--- config.mk ---
export PLATFORM = sky130hd
export DESIGN_NAME = mux_2by1
export DESIGN_NICKNAME = d
export VERILOG_FILES = /design/src/rtl/mux_2by1_pkg.sv /design/src/rtl/mux_2by1_core.sv /design/src/rtl/mux_2by1.sv
export SDC_FILE = /design/constraint.sdc
export NUM_CORES = 1
export LEC_CHECK = 0
export ABC_AREA = 1
export CAP_MARGIN = 20
export CORE_AREA = 4 4 41 43
export DETAILED_ROUTE_END_ITERATION = 10
export DIE_AREA = 0 0 45 47
export GPL_ROUTABILITY_DRIVEN = 0
export GPL_TIMING_DRIVEN = 0
export SYNTH_ARGS = -nofsm -noshare
export SYNTH_HDL_FRONTEND = slang
export SYNTH_SLANG_ARGS = --single-unit
--- constraint.sdc ---
create_clock -name Clk -period 0.8 [get_ports Clk]
set_clock_uncertainty 0.2 [all_clocks]
set_input_delay 0.08 -clock Clk [delete_from_list [all_inputs] [get_ports Clk]]
set_output_delay 0.08 -clock Clk [all_outputs]
set_load 0.1 [all_outputs]
--- src/rtl/mux_2by1_pkg.sv ---
// Shared defaults for the registered 2:1 steering mux.
package mux_2by1_pkg;
  localparam int MUX_WIDTH_DEF   = 4;
  localparam bit MUX_REG_OUT_DEF = 1'b1;
endpackage

--- src/rtl/mux_2by1_core.sv ---
// Combinational WIDTH-bit 2:1 select; one bit-slice per generate iteration.
module mux2_core #(
  parameter int WIDTH = 4
) (
  input  logic [WIDTH-1:0] I1,
  input  logic [WIDTH-1:0] I0,
  input  logic             S0,
  output logic [WIDTH-1:0] Y
);
  for (genvar b = 0; b < WIDTH; b++) begin : g_bit
    assign Y[b] = S0 ? I1[b] : I0[b];
  end
endmodule

--- src/rtl/mux_2by1.sv ---
// 2:1 mux with generate-selected output stage: registered (sync reset) or direct.
module mux_2by1
  import mux_2by1_pkg::*;
#(
  parameter int WIDTH   = MUX_WIDTH_DEF,
  parameter bit REG_OUT = MUX_REG_OUT_DEF
) (
  input  logic             Clk,
  input  logic             Rst,
  input  logic [WIDTH-1:0] I1,
  input  logic [WIDTH-1:0] I0,
  input  logic             S0,
  output logic [WIDTH-1:0] DVal
);
  logic [WIDTH-1:0] sel;

  mux2_core #(.WIDTH(WIDTH)) u_core (
    .I1 (I1),
    .I0 (I0),
    .S0 (S0),
    .Y  (sel)
  );

  if (REG_OUT) begin : g_reg
    // Reset wins over the data path; register reloads every edge.
    always_ff @(posedge Clk) begin
      if (Rst) DVal <= '0;
      else     DVal <= sel;
    end
  end else begin : g_comb
    logic unused_clk_rst;
    assign unused_clk_rst = Clk ^ Rst;
    assign DVal = sel;
  end
endmodule

* Word-level counts from Yosys, hierarchy flattened
Cells that the tools add are included.
** Cells by class
- Mux-type cells :: 4
** Operators by type and width (number)
- $mux 1 :: 4
** Word-level totals
- Bits in registers :: 4
- Word-level logic and storage cells :: 5

* Depth between registers and ports, before layout
Gate-level depths: netlist of run 1.
- Depth after elaboration :: 1
- Gate-level depth with buffers :: 4
- Gate-level depth less buffers :: 4

* Modules after synthesis
Synthesis of run 1 repeated with hierarchy kept, for this count alone.
** Unflattened totals
- Cell total of the unflattened synthesis :: 25
- Area total of the unflattened synthesis :: 158.9 sq um
** Modules (own cells, without submodules)
- mux_2by1 :: instances 1, cells an instance 12, area each 110.1 sq um, seq. area each 80.1 sq um
- mux2_core :: instances 1, cells an instance 13, area each 48.8 sq um, seq. area each 0.0 sq um

* Worst setup path before layout of run 1
OpenSTA, ideal clock, no wires.
- Path kind :: flip-flop to output port
- Start :: reg DVal[0]
- End :: out DVal[0]
- Data arrival time :: 0.909 ns
- Slack :: -0.389 ns
- Stages on the path, launching flop included :: 1
- Cell sequence :: dfxtp_1
** RTL lines
- start: declaration :: line mux_2by1.sv:13 : output logic [WIDTH-1:0] DVal
- start signal: assignment :: line mux_2by1.sv:28 : else DVal <= sel;
No word-level cell between the ends.

* Worst setup path after layout of run 1
- Start :: reg DVal[1]
- End :: out DVal[1]
No word-level cell between the ends.

==> qor.yml, run 1 <==
critPathMaxFanout: 1
drv_slew: 0
die_w_um: 45
grt_max_degree: 9
crit_slowest_cell: "dfxtp_4"
vias_per_cell: 3.40
antenna_found_initial: 0
violations: "hold timing, setup timing"
synthCells: 26
rsz0062_at_grt: "yes"
relSlewSlack: 0.925
grt-ovfl-total: 0
hpwl_um: 346
cp-startpoint: "DVal[1]"
largest_register_ffs: 4
grt_pass1_wl_um: 545
yosys_warnings: 0
avgSynthCellArea_um2: 6.64
cp_top_family: "flip-flops"
io_buffers: 13
ir_worst_vdd_v: 0.000364
wl_per_cell_um: 7.37
syn_nets: 37
grtUsageMet2: 0.0678
min_from: "S0"
powerDensity_nw_per_um2: 1750
cts_num_sinks: 4
firstDrtPassIters: 4
tightest_slew_ps: 112
ctsRootBufferMaster: "clkbuf_4"
final.min_clock_period_ps: 1010
fin_tns_setup_ps: -853
die-area_um2: 2120
numCtsBuffers: 3
max_freq_mhz: 987
drt_wl_total_um: 420
core_region_area_um2: 1300
min_period_over_period: 1.27
layout.nets: 55
outcome: "finished, violations left"
initial_core_util: 0.133
critPathArrivalTime_ps: 730
seq_area_frac_synth: 0.464
top_register: "DVal"
layout-drive-gt1-share: 0.333
grt_pass1_vias: 170
vias: 194
n_antenna_cell: 0
path_class: "register to primary output"
syn_area_um2: 173
track_usage: 0.0434
clockBufferDepth: 2
crit_buf_inv: 1
setup_viol: 4
met3_usage: 0
seq_area_um2: 95.1
critPathMaxStageDelay_ps: 340
worstSetupEndpointType: "primary output"
cts-htree-levels: 1
drc: 0
max_cap_violations: 0
cts_tree: "done"
busiest_layer: "met4"
path_clk_slew_ps: 40
fillers: 162
grt_use_met1: 0.0295
die_h_um: 47
synth-seq-cells: 4
worstPathCellList: "buf_12"
hold_viol: 4
syn2layout_area_growth_pct: 134
layout_setup_ws_ps: -213
p_leak_nw: 0.207
drt_iter0_markers: 3
rows: 13
holdWs_ps: -100
utilization: 0.311
synthDistinctLibCells: 7
startpoint_type: "register"
required_ps: 520
io-pin-count: 15
drtAntennaViolNets: 0
multi_input_area_um2: 62.6
hp-class: "primary input to register"
largestRegisters: "DVal (4)"
## final timing paths
kind	cells after the start	endpoint
setup / recovery	1	DVal[1]
hold / removal	3	DVal[0]
## kinds of logic after synthesis
kind of cell / synth area share
AND/OR/NAND/NOR: 0.362
buffers and inverters: 0.174
flip-flops: 0.464
## Yosys cell counts
cell,instances,area [um^2]
nand2_1,8,30.0
buf_6,1,11.3
inv_1,4,15.0
dfxtp_1,4,80.1
inv_2,1,3.75
nor2_2,1,6.26
nor2_1,7,26.3
## area by class of cell
cell class | instances | share of cell area
Buffer | 1 | 0.0279
Clock buffer | 3 | 0.0557
Inverter | 5 | 0.0464
Multi-Input combinational cell | 16 | 0.155
Sequential cell | 4 | 0.235
Tap cell | 15 | 0.0464
Timing Repair Buffer | 13 | 0.433
## cell usage in the layout, fill, tap and decap left out
cell type,count
inv_2,1
buf_6,1
inv_1,4
nor2_1,7
nor2_2,1
dfxtp_4,4
dlymetal6s2s_1,2
nand2_1,8
buf_12,4
clkbuf_4,3
clkdlybuf4s50_1,7
## per-stage QoR
step	instances	area [um^2]	power, W	worst slack (ps)
after CTS	57	399	0.000726	-228
after floorplan	26	188	0.000357	16.2
after detailed placement	54	337	0.000431	-911
after global placement	54	337	0.000430	-909
final	57	404	0.000707	-213
after global routing	57	404	0.000751	-242
## layer usage
metal	vias up	wire, um
met5	-	0
met3	0	38
met4	0	0
met1	80	135
li1	104	-
met2	10	245
## power by group
group          switching [W]  total, W  internal (W)
Combinational       0.000135  0.000242      0.000106
Sequential         0.0000105  0.000222      0.000212
Clock              0.0000759  0.000243      0.000167
Total               0.000222  0.000707      0.000485
## what timing repair did
action	CTS	global route
setup endpoints to repair	4	6
pin swaps	0	3
buffers inserted	0	0
cloned	0	0
gates resized for setup	36	2
endpoints found under the hold margin	4	4
(Power assumes the default switching activity.)
==> run 2: changes to the inputs <==
Settings changed: REMOVE_ABC_BUFFERS set to 1.
==> run 2 against run 1 <==
Against the previous run: the flow still finishes with violations (hold timing, setup timing); sequential share of layout area down 1.9 points; flip-flop and latch count is the same; hold slack gained 28 ps; setup slack gained 4.8 ps; clock power is essentially flat; highest routed layer unchanged.
==> qor.yml, run 2 (synthesized netlist as in run 1, its figures left out) <==
vias_per_cell: 3.21
relSlewSlack: 0.835
critPathMaxStageDelay_ps: 330
wl_per_cell_um: 7.04
cts_num_sinks: 4
ir_worst_vdd_v: 0.000312
ctsHoldBuffers: 0
worstPathCellList: "buf_12"
drc: 0
vias: 183
path_class: "register to primary output"
io_buffers: 14
hold_viol: 4
hp-class: "primary input to register"
rsz0062_at_grt: "yes"
fin_total_pwr_w: 0.000711
largest_register_ffs: 4
p_leak_nw: 0.214
max_cap_violations: 0
critPathMaxFanout: 1
largestRegisters: "DVal (4)"
drv_slew: 0
core_region_area_um2: 1300
layout-drive-gt1-share: 0.310
powerDensity_nw_per_um2: 1800
outcome: "finished, violations left"
n_antenna_cell: 0
layout.nets: 55
die-area_um2: 2120
crit_slowest_cell: "dfxtp_2"
required_ps: 520
clockBufferDepth: 2
tightest_slew_ps: 247
cp_top_family: "flip-flops"
layout_setup_ws_ps: -208
layout_common_cells: "nand2_1 (8), nor2_1 (7), clkdlybuf4s50_1 (6)"
ctsRootBufferMaster: "clkbuf_4"
postCtsSetupBuffers: 0
final_common_cell: "nand2_1"
die_h_um: 47
rows: 13
stdcell_count: 57
firstDrtPassIters: 1
hpwl_um: 347
startpoint_type: "register"
cts_tree: "done"
placed_area_um2: 320
grt-ovfl-total: 0
numCtsBuffers: 3
setup_viol: 4
final.min_clock_period_ps: 1010
grt_pass1_wl_um: 634
fin_tns_setup_ps: -833
dp_cells: 54
drtAntennaViolNets: 0
path_clk_slew_ps: 40
fillers: 149
violations: "hold timing, setup timing"
holdWs_ps: -72.2
grt_pass1_vias: 184
grt_max_degree: 9
top_register: "DVal"
max_freq_mhz: 992
cts-htree-levels: 1
antenna_found_initial: 0
syn2layout_area_growth_pct: 128
worstSetupEndpointType: "primary output"
drt_iter0_markers: 0
io-pin-count: 15
critPathArrivalTime_ps: 730
min_period_over_period: 1.26
die_w_um: 45
track_usage: 0.0473
initial_core_util: 0.133
fin_area_um2: 394
crit_buf_inv: 1
drt_wl_total_um: 401
run 2: cell count changes in the layout (fill, tap and decap cells not counted):
cell and change:
buf_6 -1, clkdlybuf4s50_1 -1, dfxtp_2 +4, dfxtp_4 -4, dlygate4sd2_1 +1, dlymetal6s2s_1 +1
run 2: final cells by class:
class                      count  area [um^2]  share of cell area
clock buffer                   3         22.5              0.0571
inverter                       5         18.8              0.0476
multi-input combinational     16         62.6               0.159
sequential                     4         85.1               0.216
tap                           15         18.8              0.0476
timing repair buffer          14          186               0.473
run 2: final timing paths:
kind,startpoint,endpoint,slack [ps],cells after the start
worst max-delay path,DVal[0],DVal[0],-210,1
worst min-delay path,Rst,DVal[3],-70,4
run 2: where the power goes:
| part | switching [W] | internal, W |
|---|---|---|
| registers | 0.0000105 | 0.000218 |
| logic | 0.000135 | 0.000103 |
| clock network | 0.0000774 | 0.000167 |
run 2: repair_timing:
| action | CTS | global route |
|---|---|---|
| endpoints found under the setup margin | 8 | 7 |
| resized for setup | 41 | 3 |
| pin swaps | 0 | 3 |
| hold endpoints to repair | 0 | 4 |
run 2: stage by stage:
stage	worst slack, ps	hold slack, ps	utilization
finish	-208	-72.2	0.303
global route	-245	-54.3	0.303
CTS	-224	166	0.297
detailed placement	-892	466	0.246
global placement	-885	463	0.246
floorplan	-389	9.36	-
run 2: layer usage:
layer  wire (um)  vias to the layer above  GRT usage
met3          38                        0     0.0115
met4           0                        0     0.0877
met5           0                        -          0
met1         142                       71     0.0385
met2         220                        8     0.0706
li1            -                      104          -
==> run 3: changes to the inputs <==
Settings changed: CTS_CLUSTER_DIAMETER set to 40, SYNTH_HIERARCHICAL set to 1.
==> run 3 against run 2 <==
Against the previous run: the flow still finishes with violations (hold timing, setup timing); routed wire length rose by 2.2%; power fell by 3.9%; synthesized cell count fell by 3.8%; die area did not move; critical path type unchanged; critical endpoint unchanged.
==> qor.yml, run 3 <==
switching_share: 0.303
antenna_found_initial: 0
synthDistinctLibCells: 5
drtAntennaViolNets: 0
multi_input_area_um2: 60.1
vias_per_cell: 3.19
hp-class: "primary input to register"
drt_wl_total_um: 410
max_freq_mhz: 991
avgSynthCellArea_um2: 6.36
cts-htree-levels: 1
ctsHoldBuffers: 0
fin_total_pwr_w: 0.000683
async_flop_share: 0
layout_common_cells: "nand2_1 (12), dlymetal6s2s_1 (6)"
pwr-share-seq: 0.331
numCtsBuffers: 3
required_ps: 520
drc: 0
utilization: 0.306
synth_xor_xnor_area_share: 0
yosys_warnings: 6
cts_num_sinks: 4
grt_pass1_wl_um: 593
drt_iter0_markers: 5
synth_ff_type: "dfxtp_1"
largest_register_ffs: 4
synth_compound_area_frac: 0
grt_max_degree: 6
hold_depth: 5
io-pin-count: 15
synthCells: 25
synth_edf_count: 0
p_int_w: 0.000476
net-switching-power_w: 0.000207
synth_area_leaders: "dfxtp_1 (50%), nand2_1 (28%), inv_1 (9.4%), nor2_1 (9.4%), inv_2 (2.4%)"
rsz0062_at_grt: "yes"
cts_tree: "done"
firstDrtPassIters: 2
core_region_area_um2: 1300
seq_area_um2: 85.1
wl_per_cell_um: 7.19
worstPathCellList: "buf_12"
grt_pass1_vias: 165
die_h_um: 47
syn2layout_area_growth_pct: 150
syn_area_um2: 159
layout_setup_ws_ps: -209
p_comb_frac: 0.319
hold_viol: 3
synthMuxAreaShare: 0
io_buffers: 14
ctsRootBufferMaster: "clkbuf_4"
setup_viol: 4
final_common_cell: "nand2_1"
startpoint_type: "register"
layout.nets: 55
seq_area_frac_synth: 0.504
worstSetupEndpointType: "primary output"
yosysTopAreaCell: "dfxtp_1"
grt-ovfl-total: 0
drv_slew: 0
crit_buf_inv: 1
synth_fa_ha_area_frac: 0
violations: "hold timing, setup timing"
rows: 13
initial_core_util: 0.122
yosys.area_share.simple: 0.378
top_register: "DVal"
tightest_slew_ps: 173
fillers: 142
clockBufferDepth: 2
holdWs_ps: -17.8
p_leak_nw: 0.246
powerDensity_nw_per_um2: 1720
yosysMostFrequentCell: "nand2_1"
path_depth: 1
relSlewSlack: 0.885
path_clk_slew_ps: 30
min_period_over_period: 1.26
synth_common_cells: "nand2_1 (12), dfxtp_1 (4), inv_1 (4), nor2_1 (4), inv_2 (1)"
pwr-share-clk: 0.350
die_w_um: 45
outcome: "finished, violations left"
synth_top_cell_area_share: 0.504
cp_top_family: "flip-flops"
die-area_um2: 2120
n_antenna_cell: 0
largestRegisters: "DVal (4)"
synth_top_family_by_area: "simple AND/OR/NAND/NOR gates"
crit_slowest_cell: "dfxtp_2"
ir_worst_vdd_v: 0.000405
max_cap_violations: 0
synth-seq-cells: 4
critPathArrivalTime_ps: 730
track_usage: 0.0442
critPathMaxFanout: 1
vias: 182
critPathMaxStageDelay_ps: 330
layout-drive-gt1-share: 0.286
final.min_clock_period_ps: 1010
path_class: "register to primary output"
[run 3: cell count changes in the layout (fill, tap and decap cells not counted)]
cell / delta
dlygate4sd2_1: +1
nor2_1: -3
clkdlybuf4s15_1: +1
dlymetal6s2s_1: +3
nor2_2: -1
nand2_1: +4
clkdlybuf4s50_1: -5
[run 3: metal layers]
layer / wire length (um) / up-vias / global-route usage / part of all wire
met5: 0 / - / 0 / 0
met4: 0 / 0 / 0.0702 / 0
met3: 57 / 0 / 0.0230 / 0.14
met2: 161 / 11 / 0.0537 / 0.39
met1: 191 / 67 / 0.0432 / 0.47
li1: - / 104 / - / -
[run 3: worst paths after layout]
check	from	slack (ps)	endpoint
worst max-delay path	DVal[0]	-210	DVal[0]
worst min-delay path	I1[1]	-20	DVal[1]
[run 3: power groups by stage]
stage                     Sequential (W)  Clock [W]  Combinational, W
after CTS                       0.000226   0.000252          0.000223
after detailed placement        0.000219          0          0.000201
after global routing            0.000227   0.000269          0.000229
after floorplan                 0.000313          0         0.0000264
final                           0.000226   0.000239          0.000218
after global placement          0.000219          0          0.000200
[run 3: per-stage QoR]
step           setup slack, ps  TNS (ps)  instance area (um^2)  cells
3_5_place_dp              -898     -5220                   318     54
2_1_floorplan             -389     -1560                   159     25
6_report                  -209      -823                   398     57
3_3_place_gp              -889     -5160                   318     54
5_1_grt                   -239      -925                   398     57
4_1_cts                   -222      -869                   382     57
[run 3: logic make-up after synthesis]
family                 after synthesis
buffers and inverters                5
and+or+nand+nor                     16
DFF                                  4
[run 3: repair_timing]
item / 4_1_cts / 5_1_grt
endpoints found under the setup margin: 8 / 7
pin swaps: 2 / 9
setup buffers: 0 / 0
resized for setup: 43 / 7
[run 3: cell type report]
class | count | area share
inverters | 5 | 0.0472
well taps | 15 | 0.0472
repair buffers | 14 | 0.484
flip-flops and latches | 4 | 0.214
clock buffers | 3 | 0.0566
multi-input cells | 16 | 0.151
